### src/rtl/trace_decoder_v12_pkg.sv
// Shared types and constants for the trace record decoder.
// Contents: record layout (trace_record_v12_t), version/size codes, sequence
// FSM states, S1 payload, decoded event payload, saturating increment helper.
package trace_pkg_v12;

   localparam int unsigned REC_W  = 512;
   localparam int unsigned SIZE_W = 7;
   localparam int unsigned CNT_W  = 32;

   localparam logic [7:0]        TRACE_VER_V11  = 8'h01;
   localparam logic [7:0]        TRACE_VER_V12  = 8'h02;
   localparam logic [SIZE_W-1:0] TRACE_SIZE_V11 = 7'd48;
   localparam logic [SIZE_W-1:0] TRACE_SIZE_V12 = 7'd64;

   typedef enum logic [7:0] {
      REC_NONE     = 8'h00,
      REC_TX_EVENT = 8'h01,
      REC_MARKER   = 8'h02
   } rec_type_t;

   typedef enum logic {
      SEQ_INIT   = 1'b0,
      SEQ_LOCKED = 1'b1
   } seq_state_t;

   typedef struct packed {
      logic [14:0] rsvd;
      logic        valid;
   } trace_flags_t;

   // Byte 0 sits at bits [7:0]; a v1.1 record occupies bytes 0..47, the
   // v1.2 attribution words live in bytes 48..63.
   typedef struct packed {
      logic [31:0]  d_egress;
      logic [31:0]  d_risk;
      logic [31:0]  d_core;
      logic [31:0]  d_ingress;
      logic [127:0] rsvd1;
      logic [63:0]  t_egress;
      logic [63:0]  t_ingress;
      logic [31:0]  rsvd0;
      logic [31:0]  seq_no;
      logic [15:0]  tx_id;
      logic [15:0]  core_id;
      trace_flags_t flags;
      logic [7:0]   record_type;
      logic [7:0]   version;
   } trace_record_v12_t;

   // Fields held by S1 for a good record (d_* already zeroed for v1.1).
   typedef struct packed {
      logic [31:0] seq_no;
      logic [15:0] tx_id;
      logic [15:0] core_id;
      logic [63:0] t_ingress;
      logic [63:0] t_egress;
      logic [31:0] d_ingress;
      logic [31:0] d_core;
      logic [31:0] d_risk;
      logic [31:0] d_egress;
      logic        has_attr;
      logic        gap;
   } s1_rec_t;

   typedef struct packed {
      logic [31:0] seq_no;
      logic [15:0] tx_id;
      logic [15:0] core_id;
      logic [63:0] latency;
      logic [31:0] d_ingress;
      logic [31:0] d_core;
      logic [31:0] d_risk;
      logic [31:0] d_egress;
      logic [63:0] residual;
      logic        has_attr;
      logic        attr_over;
      logic        gap;
   } decoded_event_t;

   function automatic logic [CNT_W-1:0] sat_inc32(input logic [CNT_W-1:0] v);
      return (v == {CNT_W{1'b1}}) ? v : v + CNT_W'(1);
   endfunction

endpackage

### src/rtl/trace_decoder_v12_if.sv
// Record input stream and decoded event output stream of the trace decoder.
// master: record source / event sink side.  slave: the decoder.
interface trace_decoder_v12_if;
   import trace_pkg_v12::*;

   logic               in_valid;
   logic               in_ready;
   logic [REC_W-1:0]   in_data;
   logic [SIZE_W-1:0]  in_size;

   logic               out_valid;
   logic               out_ready;
   logic [31:0]        out_seq_no;
   logic [15:0]        out_tx_id;
   logic [15:0]        out_core_id;
   logic [63:0]        out_latency;
   logic [31:0]        out_d_ingress;
   logic [31:0]        out_d_core;
   logic [31:0]        out_d_risk;
   logic [31:0]        out_d_egress;
   logic [63:0]        out_residual;
   logic               out_has_attr;
   logic               out_attr_over;
   logic               out_gap;

   modport master (
      output in_valid, in_data, in_size, out_ready,
      input  in_ready, out_valid, out_seq_no, out_tx_id, out_core_id,
             out_latency, out_d_ingress, out_d_core, out_d_risk, out_d_egress,
             out_residual, out_has_attr, out_attr_over, out_gap
   );

   modport slave (
      input  in_valid, in_data, in_size, out_ready,
      output in_ready, out_valid, out_seq_no, out_tx_id, out_core_id,
             out_latency, out_d_ingress, out_d_core, out_d_risk, out_d_egress,
             out_residual, out_has_attr, out_attr_over, out_gap
   );

endinterface

### src/rtl/trace_decoder_v12_seq_tracker.sv
// Sequence-number continuity tracker (instantiated as trace_seq_tracker).
// Ports: clk, rst (async, active-high); i_strobe (good record accepted),
// i_seq_no, i_stats_clr in; o_gap_c (gap flag for the record on i_seq_no,
// combinational), o_gap_count, o_reorder_count out (registered, saturating).
module trace_seq_tracker
   import trace_pkg_v12::*;
(
   input  logic             clk,
   input  logic             rst,
   input  logic             i_strobe,
   input  logic [31:0]      i_seq_no,
   input  logic             i_stats_clr,
   output logic             o_gap_c,
   output logic [CNT_W-1:0] o_gap_count,
   output logic [CNT_W-1:0] o_reorder_count
);

   seq_state_t       r_state, w_next_state;
   logic [31:0]      r_expected, w_next_expected;
   logic [CNT_W-1:0] r_gap_count, w_next_gap_count;
   logic [CNT_W-1:0] r_reorder_count, w_next_reorder_count;
   logic [31:0]      w_diff;
   logic [CNT_W:0]   w_gap_sum;

   // diff[31] set means the record is at or behind what was already seen.
   assign w_diff    = i_seq_no - r_expected;
   assign w_gap_sum = (CNT_W+1)'(r_gap_count) + (CNT_W+1)'(w_diff);

   // Next-state, expected seq, counters and gap flag.
   always_comb begin
      w_next_state         = r_state;
      w_next_expected      = r_expected;
      w_next_gap_count     = r_gap_count;
      w_next_reorder_count = r_reorder_count;
      o_gap_c              = 1'b0;

      case (r_state)
         SEQ_INIT: begin
            if (i_strobe) begin
               w_next_expected = i_seq_no + 32'd1;
               w_next_state    = SEQ_LOCKED;
            end
         end
         SEQ_LOCKED: begin
            if (i_strobe) begin
               if (w_diff == 32'd0) begin
                  w_next_expected = i_seq_no + 32'd1;
               end else if (!w_diff[31]) begin
                  o_gap_c          = 1'b1;
                  w_next_gap_count = w_gap_sum[CNT_W] ? {CNT_W{1'b1}}
                                                      : w_gap_sum[CNT_W-1:0];
                  w_next_expected  = i_seq_no + 32'd1;
               end else begin
                  w_next_reorder_count = sat_inc32(r_reorder_count);
               end
            end
         end
         default: w_next_state = SEQ_INIT;
      endcase

      // Clear overrides any same-cycle update.
      if (i_stats_clr) begin
         w_next_state         = SEQ_INIT;
         w_next_gap_count     = '0;
         w_next_reorder_count = '0;
      end
   end

   // State register.
   always_ff @(posedge clk or posedge rst) begin
      if (rst) begin
         r_state         <= SEQ_INIT;
         r_expected      <= '0;
         r_gap_count     <= '0;
         r_reorder_count <= '0;
      end else begin
         r_state         <= w_next_state;
         r_expected      <= w_next_expected;
         r_gap_count     <= w_next_gap_count;
         r_reorder_count <= w_next_reorder_count;
      end
   end

   assign o_gap_count     = r_gap_count;
   assign o_reorder_count = r_reorder_count;

endmodule

### src/rtl/trace_decoder_v12.sv
// Trace record decoder: validates 48B/64B trace records, tracks sequence
// continuity and emits one decoded latency/attribution event per good record.
// Ports: clk, rst (async, active-high); bus (record in / event out streams);
// stats_clr (sync counter clear); rec_count, err_count, gap_count,
// reorder_count (saturating status counters).
module trace_decoder_v12
   import trace_pkg_v12::*;
#(
   parameter bit          ACCEPT_V11    = 1'b1,
   parameter bit          CHECK_CORE_ID = 1'b0,
   parameter logic [15:0] CORE_ID       = 16'h0000
) (
   input  logic                clk,
   input  logic                rst,
   trace_decoder_v12_if.slave  bus,
   input  logic                stats_clr,
   output logic [CNT_W-1:0]    rec_count,
   output logic [CNT_W-1:0]    err_count,
   output logic [CNT_W-1:0]    gap_count,
   output logic [CNT_W-1:0]    reorder_count
);

   trace_record_v12_t w_rec;
   logic              w_is_v12, w_is_v11, w_good;
   logic              w_s2_load, w_in_ready, w_accept;
   logic              w_good_accept, w_bad_accept;
   logic              w_gap;
   s1_rec_t           w_s1_next;
   logic              w_unused;

   logic              r_s1_valid;
   s1_rec_t           r_s1;
   logic              r_out_valid;
   decoded_event_t    r_out;
   logic [CNT_W-1:0]  r_rec_count, r_err_count;

   logic [63:0]       w_latency;
   logic [33:0]       w_attr_sum;
   logic [63:0]       w_attr_sum64;
   decoded_event_t    w_event;

   assign w_rec    = trace_record_v12_t'(bus.in_data);
   assign w_unused = ^{w_rec.rsvd0, w_rec.rsvd1, w_rec.flags.rsvd};

   // Header classification.
   assign w_is_v12 = (w_rec.version == TRACE_VER_V12) && (bus.in_size == TRACE_SIZE_V12);
   assign w_is_v11 = ACCEPT_V11 && (w_rec.version == TRACE_VER_V11)
                     && (bus.in_size == TRACE_SIZE_V11);
   assign w_good   = (w_is_v12 || w_is_v11)
                     && (w_rec.record_type == REC_TX_EVENT)
                     && w_rec.flags.valid
                     && (!CHECK_CORE_ID || (w_rec.core_id == CORE_ID));

   // Handshake: S2 loads when empty or drained; S1 moves whenever S2 loads.
   assign w_s2_load     = !r_out_valid || bus.out_ready;
   assign w_in_ready    = !r_s1_valid || w_s2_load;
   assign w_accept      = bus.in_valid && w_in_ready;
   assign w_good_accept = w_accept && w_good;
   assign w_bad_accept  = w_accept && !w_good;
   assign bus.in_ready  = w_in_ready;

   trace_seq_tracker u_seq (
      .clk             (clk),
      .rst             (rst),
      .i_strobe        (w_good_accept),
      .i_seq_no        (w_rec.seq_no),
      .i_stats_clr     (stats_clr),
      .o_gap_c         (w_gap),
      .o_gap_count     (gap_count),
      .o_reorder_count (reorder_count)
   );

   // S1 payload; v1.1 records carry no attribution, whatever the upper bytes hold.
   always_comb begin
      w_s1_next           = '0;
      w_s1_next.seq_no    = w_rec.seq_no;
      w_s1_next.tx_id     = w_rec.tx_id;
      w_s1_next.core_id   = w_rec.core_id;
      w_s1_next.t_ingress = w_rec.t_ingress;
      w_s1_next.t_egress  = w_rec.t_egress;
      w_s1_next.has_attr  = w_is_v12;
      w_s1_next.gap       = w_gap;
      if (w_is_v12) begin
         w_s1_next.d_ingress = w_rec.d_ingress;
         w_s1_next.d_core    = w_rec.d_core;
         w_s1_next.d_risk    = w_rec.d_risk;
         w_s1_next.d_egress  = w_rec.d_egress;
      end
   end

   // S1 register: bad records leave S1 empty.
   always_ff @(posedge clk or posedge rst) begin
      if (rst) begin
         r_s1_valid <= 1'b0;
         r_s1       <= '0;
      end else if (w_in_ready) begin
         r_s1_valid <= w_good_accept;
         if (w_good_accept) begin
            r_s1 <= w_s1_next;
         end
      end
   end

   // S2 arithmetic.
   assign w_latency    = r_s1.t_egress - r_s1.t_ingress;
   assign w_attr_sum   = 34'(r_s1.d_ingress) + 34'(r_s1.d_core)
                       + 34'(r_s1.d_risk) + 34'(r_s1.d_egress);
   assign w_attr_sum64 = 64'(w_attr_sum);

   always_comb begin
      w_event           = '0;
      w_event.seq_no    = r_s1.seq_no;
      w_event.tx_id     = r_s1.tx_id;
      w_event.core_id   = r_s1.core_id;
      w_event.latency   = w_latency;
      w_event.d_ingress = r_s1.d_ingress;
      w_event.d_core    = r_s1.d_core;
      w_event.d_risk    = r_s1.d_risk;
      w_event.d_egress  = r_s1.d_egress;
      w_event.residual  = w_latency - w_attr_sum64;
      w_event.has_attr  = r_s1.has_attr;
      w_event.attr_over = (w_attr_sum64 > w_latency);
      w_event.gap       = r_s1.gap;
   end

   // S2 output register.
   always_ff @(posedge clk or posedge rst) begin
      if (rst) begin
         r_out_valid <= 1'b0;
         r_out       <= '0;
      end else if (w_s2_load) begin
         r_out_valid <= r_s1_valid;
         if (r_s1_valid) begin
            r_out <= w_event;
         end
      end
   end

   // Record/error counters; clear wins over a same-cycle increment.
   always_ff @(posedge clk or posedge rst) begin
      if (rst) begin
         r_rec_count <= '0;
         r_err_count <= '0;
      end else if (stats_clr) begin
         r_rec_count <= '0;
         r_err_count <= '0;
      end else begin
         if (w_good_accept) r_rec_count <= sat_inc32(r_rec_count);
         if (w_bad_accept)  r_err_count <= sat_inc32(r_err_count);
      end
   end

   assign rec_count = r_rec_count;
   assign err_count = r_err_count;

   assign bus.out_valid     = r_out_valid;
   assign bus.out_seq_no    = r_out.seq_no;
   assign bus.out_tx_id     = r_out.tx_id;
   assign bus.out_core_id   = r_out.core_id;
   assign bus.out_latency   = r_out.latency;
   assign bus.out_d_ingress = r_out.d_ingress;
   assign bus.out_d_core    = r_out.d_core;
   assign bus.out_d_risk    = r_out.d_risk;
   assign bus.out_d_egress  = r_out.d_egress;
   assign bus.out_residual  = r_out.residual;
   assign bus.out_has_attr  = r_out.has_attr;
   assign bus.out_attr_over = r_out.attr_over;
   assign bus.out_gap       = r_out.gap;

endmodule

### src/flat_wrapper.sv
// flat-port wrapper written by rule: the top's interface ports become plain ports
module trace_decoder_v12_flat import trace_pkg_v12::*;
#(
   parameter bit          ACCEPT_V11    = 1'b1,
   parameter bit          CHECK_CORE_ID = 1'b0,
   parameter logic [15:0] CORE_ID       = 16'h0000
)
  (clk, rst, stats_clr, rec_count, err_count, gap_count, reorder_count, bus_in_valid, bus_in_data, bus_in_size, bus_out_ready, bus_in_ready, bus_out_valid, bus_out_seq_no, bus_out_tx_id, bus_out_core_id, bus_out_latency, bus_out_d_ingress, bus_out_d_core, bus_out_d_risk, bus_out_d_egress, bus_out_residual, bus_out_has_attr, bus_out_attr_over, bus_out_gap);
  trace_decoder_v12_if bus_i ();
  input  logic clk;
  input  logic rst;
  input  logic stats_clr;
  output logic [CNT_W-1:0] rec_count;
  output logic [CNT_W-1:0] err_count;
  output logic [CNT_W-1:0] gap_count;
  output logic [CNT_W-1:0] reorder_count;
  input wire logic [$bits(bus_i.in_valid)-1:0] bus_in_valid;
  input wire logic [$bits(bus_i.in_data)-1:0] bus_in_data;
  input wire logic [$bits(bus_i.in_size)-1:0] bus_in_size;
  input wire logic [$bits(bus_i.out_ready)-1:0] bus_out_ready;
  output wire logic [$bits(bus_i.in_ready)-1:0] bus_in_ready;
  output wire logic [$bits(bus_i.out_valid)-1:0] bus_out_valid;
  output wire logic [$bits(bus_i.out_seq_no)-1:0] bus_out_seq_no;
  output wire logic [$bits(bus_i.out_tx_id)-1:0] bus_out_tx_id;
  output wire logic [$bits(bus_i.out_core_id)-1:0] bus_out_core_id;
  output wire logic [$bits(bus_i.out_latency)-1:0] bus_out_latency;
  output wire logic [$bits(bus_i.out_d_ingress)-1:0] bus_out_d_ingress;
  output wire logic [$bits(bus_i.out_d_core)-1:0] bus_out_d_core;
  output wire logic [$bits(bus_i.out_d_risk)-1:0] bus_out_d_risk;
  output wire logic [$bits(bus_i.out_d_egress)-1:0] bus_out_d_egress;
  output wire logic [$bits(bus_i.out_residual)-1:0] bus_out_residual;
  output wire logic [$bits(bus_i.out_has_attr)-1:0] bus_out_has_attr;
  output wire logic [$bits(bus_i.out_attr_over)-1:0] bus_out_attr_over;
  output wire logic [$bits(bus_i.out_gap)-1:0] bus_out_gap;
  assign bus_i.in_valid = bus_in_valid;
  assign bus_i.in_data = bus_in_data;
  assign bus_i.in_size = bus_in_size;
  assign bus_i.out_ready = bus_out_ready;
  assign bus_in_ready = bus_i.in_ready;
  assign bus_out_valid = bus_i.out_valid;
  assign bus_out_seq_no = bus_i.out_seq_no;
  assign bus_out_tx_id = bus_i.out_tx_id;
  assign bus_out_core_id = bus_i.out_core_id;
  assign bus_out_latency = bus_i.out_latency;
  assign bus_out_d_ingress = bus_i.out_d_ingress;
  assign bus_out_d_core = bus_i.out_d_core;
  assign bus_out_d_risk = bus_i.out_d_risk;
  assign bus_out_d_egress = bus_i.out_d_egress;
  assign bus_out_residual = bus_i.out_residual;
  assign bus_out_has_attr = bus_i.out_has_attr;
  assign bus_out_attr_over = bus_i.out_attr_over;
  assign bus_out_gap = bus_i.out_gap;
  trace_decoder_v12 #(.ACCEPT_V11(ACCEPT_V11), .CHECK_CORE_ID(CHECK_CORE_ID), .CORE_ID(CORE_ID)) u_core (.clk(clk), .rst(rst), .bus(bus_i), .stats_clr(stats_clr), .rec_count(rec_count), .err_count(err_count), .gap_count(gap_count), .reorder_count(reorder_count));
endmodule
### config.mk
export PLATFORM = sky130hd
export DESIGN_NAME = trace_decoder_v12_flat
export DESIGN_NICKNAME = d
export VERILOG_FILES = /design/src/rtl/trace_decoder_v12_pkg.sv /design/src/rtl/trace_decoder_v12_if.sv /design/src/rtl/trace_decoder_v12_seq_tracker.sv /design/src/rtl/trace_decoder_v12.sv /design/src/flat_wrapper.sv
export SDC_FILE = /design/constraint.sdc
export NUM_CORES = 2
export LEC_CHECK = 0
export ABC_AREA = 1
export CORE_AREA = 8 8 371 373
export CTS_BUF_LIST = sky130_fd_sc_hd__clkbuf_4 sky130_fd_sc_hd__clkbuf_8
export DETAILED_ROUTE_END_ITERATION = 6
export DIE_AREA = 0 0 379 381
export GPL_ROUTABILITY_DRIVEN = 0
export HOLD_SLACK_MARGIN = 0.06
export REMOVE_ABC_BUFFERS = 1
export SYNTH_ARGS = -nofsm -noshare
export SYNTH_HDL_FRONTEND = slang
export SYNTH_SLANG_ARGS = --single-unit
### constraint.sdc
create_clock -name clk -period 29.8 [get_ports clk]
set_input_delay 2.98 -clock clk [delete_from_list [all_inputs] [get_ports clk]]
set_output_delay 2.98 -clock clk [all_outputs]
set_load 0.02 [all_outputs]
**After elaboration in Yosys (flattened, before gate mapping)**

Cells that the tools add are included.

- Word-level logic and storage cells: 115
- Output and inout bits: 453
- Register bits: 808
- Input bits: 524

- $lt $le $gt $ge: 1
- $add $sub $neg: 11
- Mux-type cells: 30
- Equal/unequal tests: 16
- Bitwise logic cells: 1
- Reduce and logical (&&, ||, !) cells: 25

Operator list:

| kind | count |
|---|---|
| $mux 32 | 22 |
| $add 32x1->32 const B | 4 |
| $mux 128 | 1 |
| $eq 32x32->1 const B | 3 |
| $add 34x32->34 | 2 |
| $add 32x32->33 | 2 |
| $gt 34x64->1 | 1 |
| $pmux 32 s2 | 1 |
| $sub 64x34->64 | 1 |
| $sub 64x64->64 | 1 |
| $logic_not 32->1 | 1 |
| $sub 32x32->32 | 1 |
| $eq 8x1->1 const B | 2 |
| $ne 2x2->1 const B | 7 |
| $eq 8x2->1 const B | 1 |
| $reduce_and 2->1 | 4 |
| $reduce_bool 2->1 | 4 |
| $eq 7x6->1 const B | 1 |
| $eq 7x7->1 const B | 1 |
| $logic_and 1x1->1 | 7 |
| $mux 1 | 6 |
| $reduce_and 5->1 | 1 |
| $reduce_and 4->1 | 1 |
| $logic_not 1->1 | 3 |
| 4 further kinds | 6 |

**Logic depth before layout (Yosys ltp)**

- Depth in word-level cells: 9
- Depth in mapped cells: 39
- Gate-level depth less buffers: 39

**Hierarchy**

Synthesis repeated with hierarchy kept, for this count alone.

- Cell total of the unflattened synthesis: 7042
- Area total of the unflattened synthesis: 50512.2 µm²

By module, submodules not included:

| module | instances | area an instance (µm²) | seq. area each (µm²) | cells an instance |
|---|---|---|---|---|
| trace_decoder_v12 | 1 | 40204.8 | 17792.1 | 5360 |
| trace_seq_tracker | 1 | 10307.4 | 2427.3 | 1682 |

**Least setup slack after synthesis**

OpenSTA, ideal clock, no wires.

- Kind: input-to-output
- From: in bus_out_ready
- To: out bus_in_ready
- Setup slack: 23.587 ns
- Data required time: 26.820 ns
- Path buffers: 0
- Data arrival time: 3.233 ns
- Stages: 2
- Cells stage by stage: inv_1 > nand3_1

- Word-level cells in the longest chain between the ends: 2

Ends and longest elaborated chain:

| what | RTL line | RTL |
|---|---|---|
| start, declared | flat_wrapper.sv:20 | `input wire logic [$bits(bus_i.out_ready)-1:0] bus_out_ready;` |
| $logic_or 1x1->1 | trace_decoder_v12.sv:55 | `assign w_s2_load = !r_out_valid \|\| bus.out_ready;` |
| $logic_or 1x1->1 | trace_decoder_v12.sv:56 | `assign w_in_ready = !r_s1_valid \|\| w_s2_load;` |
| end, declared | flat_wrapper.sv:21 | `output wire logic [$bits(bus_i.in_ready)-1:0] bus_in_ready;` |

Every way passes these cells.

**Final worst setup path**

- From: reg u_core.r_s1[98] (netlist bit)
- To: reg u_core.r_out (netlist bit u_core.bus.out_residual[55])

- Word-level cells in the longest chain between the ends: 4

Ends and longest elaborated chain:

| what | RTL line | RTL |
|---|---|---|
| start, declared | trace_decoder_v12.sv:32 | `s1_rec_t r_s1;` |
| start signal, assigned | trace_decoder_v12.sv:99 | `r_s1 <= w_s1_next;` |
| $add 32x32->33 | trace_decoder_v12.sv:106 | `assign w_attr_sum = 34'(r_s1.d_ingress) + 34'(r_s1.d_core)` |
| $add 34x32->34 (2 in series) | trace_decoder_v12.sv:107 | `+ 34'(r_s1.d_risk) + 34'(r_s1.d_egress);` |
| $sub 64x34->64 | trace_decoder_v12.sv:120 | `w_event.residual = w_latency - w_attr_sum64;` |
| end signal, assigned | trace_decoder_v12.sv:134 | `r_out <= w_event;` |
| end, declared | trace_decoder_v12.sv:34 | `decoded_event_t r_out;` |

Every way passes these cells.
A chain may end at the register's enable or synchronous reset.

==> impl_results.md <==
- Final setup violation count: 0
- Commonest cells in the netlist: nand2_1, inv_1, dfrtp_1
- Syn avg cell area: 7.243 um2
- Die area: 0.1444 mm2
- Max clock buf depth: 3
- Max Cap Viol: 0
- Post-layout min period: 7967 ps
- Die height: 381 um
- Area of the mapped netlist: 0.05053 mm2
- CTS tree: yes
- Final Slew Violations: 0
- Post-synthesis cell type count: 65
- Worst-margin pin slew: 1070 ps
- CTS sink cnt: 808
- Initial antenna violation count: 24
- Max transition margin: 28.68%
- Num ports: 977
- H-tree Lvls: 4
- Req. time, crit path: 30560 ps
- Hold crit path type: reg -> reg
- Setup TNS: 0 ps
- CP max stage delay: 660 ps
- Vias: 49000
- RSZ-0062 raised after global routing: false
- Initial DRC count: 4314
- EDFF count, synth: 0
- M2 GR Usage: 42.15%
- Mapped Cells: 6976
- Detailed Route WL: 194400 um
- Area growth syn-to-layout: 25.92%
- CTS Buf Count: 151
- Setup WS post-layout: 21830 ps
- Outcome: finished clean
- Met3 usage: 8.846%
- FFs w/ async S/R, synth: 100.0%
- ANT nets after route: 0
- Setup WS pre-CTS: 22090 ps
- Initial Util: 38.25%
- CP max-delay cell: a21boi_0
- Setup crit end kind: register
- Final period utilization: 26.73%
- I/O Buffers: 801
- Largest net degree at the start of global routing: 212
- Hpwl dp: 152600 um
- GRT Resource Usage Total: 26.15%
- FMAX: 125.5 MHz
- Pwr dens: 38.55 mW/mm2
- Clk_skew: 58.60 ps
- Detailed-route vias per instance: 5.077
- GRT overflow: 0
- Drt drc: 0
- Critical path arrival: 8730 ps
- Synth area leaders: dfrtp_1, nand2_1, inv_1
- GR Util met1: 33.04%
- Post-synth top area share: 40.01%
- Power Total: 2453 uW
- Critical path type: reg -> reg
- Final #Nets: 8552
- Fin. Hold Viols: 0
- Reg clk slew, reported paths: 60 ps
- #FFs+latches synth: 808
- CTS Root Cell: clkbuf_8
- Share of cells above drive strength 1: 5.768%
- Most frequent cell after synthesis: nand2_1
- Vias in the first global route: 47740
- Synth area leader: dfrtp_1
- Cts hold-fix bufs: 0
- Die W: 379 um
- Peak supply drop: 0.00003942 V
- Leakage: 0.03157 uW
- Register area share after synthesis: 40.01%
- Pre-Repair DR Iteration Count: 7
- Synth Flop Type: dfrtp_1
- DR WL/cell: 20.14 um
- First-pass GRT wire length: 292100 um
- Post-CTS sizing: 0
- Post-CTS setup buffer count: 0
- Grt peak-use layer: met2
- Row count: 134
- CORE AREA: 0.1321 mm2
- CP Max Fanout: 6
- Synth warn: 0
- Worst skew pair latency: 890 ps
- CP Launch Type: register
==> logic make-up (layout without fill, tap and decap cells) <==
| group | after synthesis | count (layout) | synth area share [%] |
|---|---|---|---|
| AOI/OAI and AO/OA | 1089 | 1089 | 11.47 |
| xor gates and xnor gates | 203 | 203 | 3.519 |
| adders and majority gates | 269 | 269 | 7.225 |
| buffers and inverters | 1214 | 2109 | 9.196 |
| DFF | 808 | 808 | 40.01 |
| muxes | 3 | 3 | 0.06438 |
| other | 0 | 14 | 0 |
| and+or+nand+nor | 3390 | 3390 | 28.51 |
==> worst max-delay path: cells and delay by family (launching register included) <==
| kind | cells | cell delay (ps) |
|---|---|---|
| compound gates | 13 | 3700 |
| xor+xnor | 2 | 460 |
| buf+inv | 6 | 390 |
| fa+ha+maj | 5 | 1870 |
| simple gates | 9 | 1080 |
| flops | 1 | 360 |
==> placed cells by master (no fill, tap or decap), types with 11 or more instances in the layout <==
cell / n
nand2_1: 2094
inv_1: 991
dfrtp_1: 808
clkdlybuf4s50_1: 800
o21ai_0: 599
nor2_1: 471
nand3_1: 398
a21oi_1: 300
ha_1: 231
clkbuf_8: 186
xor2_1: 139
nand4_1: 117
nor3_1: 109
xnor2_1: 64
o21ai_1: 50
clkbuf_4: 43
nor4_1: 41
fa_1: 38
a31oi_1: 35
nand2_2: 34
nor2_2: 32
buf_4: 24
inv_2: 19
o31ai_1: 18
nand3b_1: 17
o21a_1: 17
nor2_4: 17
o21bai_1: 15
diode_2: 14
a21o_1: 14
clkinv_2: 14
or2_2: 12
a21boi_0: 12
nand3_2: 11
==> state kept, by name (all words and copies together), names as in the netlist, 16 cells and up <==
| name | cells |
|---|---|
| u_core.u_seq.o_gap_count | 32 |
| u_core.bus.out_latency | 64 |
| u_core.bus.out_core_id | 16 |
| u_core.u_seq.r_expected | 32 |
| u_core.r_s1 | 322 |
| u_core.bus.out_d_risk | 32 |
| u_core.bus.out_d_core | 32 |
| u_core.bus.out_tx_id | 16 |
| u_core.bus.out_d_egress | 32 |
| u_core.bus.out_residual | 64 |
| u_core.u_seq.o_reorder_count | 32 |
| u_core.rec_count | 32 |
| u_core.bus.out_d_ingress | 32 |
| u_core.err_count | 32 |
| u_core.bus.out_seq_no | 32 |
==> area by class of cell <==
class                      instances  area, um2
timing repair buffer             829       8273
inverter                        1015       3824
multi-input combinational       4954      25700
fill                           13430      68490
antenna                           14      35.03
clock inverter                    36      483.0
clock buffer                     229       2883
tap                             1768       2212
sequential                       808      20220
==> per-stage QoR <==
stage | util, % | hold WS [ps] | area [um2] | std cells
2_1_floorplan | - | 442.2 | 49690 | 6777
3_3_place_gp | 45.58 | 450.7 | 60220 | 9374
3_5_place_dp | 45.58 | 452.2 | 60220 | 9374
4_1_cts | 48.13 | 466.1 | 63590 | 9639
5_1_grt | 48.14 | 500.6 | 63600 | 9645
6_report | 48.16 | 471.9 | 63620 | 9653
==> routing by layer <==
metal	part of all wire, %	wire, um	vias up
met1	41	79740	22900
li1	-	-	23960
met2	46	88800	1792
met3	10	19430	327
met4	3.2	6259	26
met5	0.088	171	-
==> power by group <==
part | internal [uW] | leakage (uW) | switching, uW
Clock | 692 | 0.00177 | 518
Combinational | 61.4 | 0.0198 | 81.2
Sequential | 1100 | 0.0100 | 1.30
==> final timing paths <==
check / start / end / slack [ps] / depth (start not counted)
max in group asynchronous: rst / u_core.r_s1[189]$_DFFE_PP0P_ / 24310 / 5
min: u_core.r_s1[313]$_DFFE_PP0P_ / u_core.bus.out_seq_no[23]$_DFFE_PP0P_ / 470 / 2
min in group asynchronous: rst / u_core.r_s1[282]$_DFFE_PP0P_ / 2620 / 2
max: u_core.r_s1[98]$_DFFE_PP0P_ / u_core.bus.out_residual[55]$_DFFE_PP0P_ / 21830 / 35
max reg2reg: u_core.r_s1[98]$_DFFE_PP0P_ / u_core.bus.out_residual[55]$_DFFE_PP0P_ / 21830 / 35
min reg2reg: u_core.r_s1[313]$_DFFE_PP0P_ / u_core.bus.out_seq_no[23]$_DFFE_PP0P_ / 470 / 2
No activity file was read; power rests on OpenSTA's default activity.
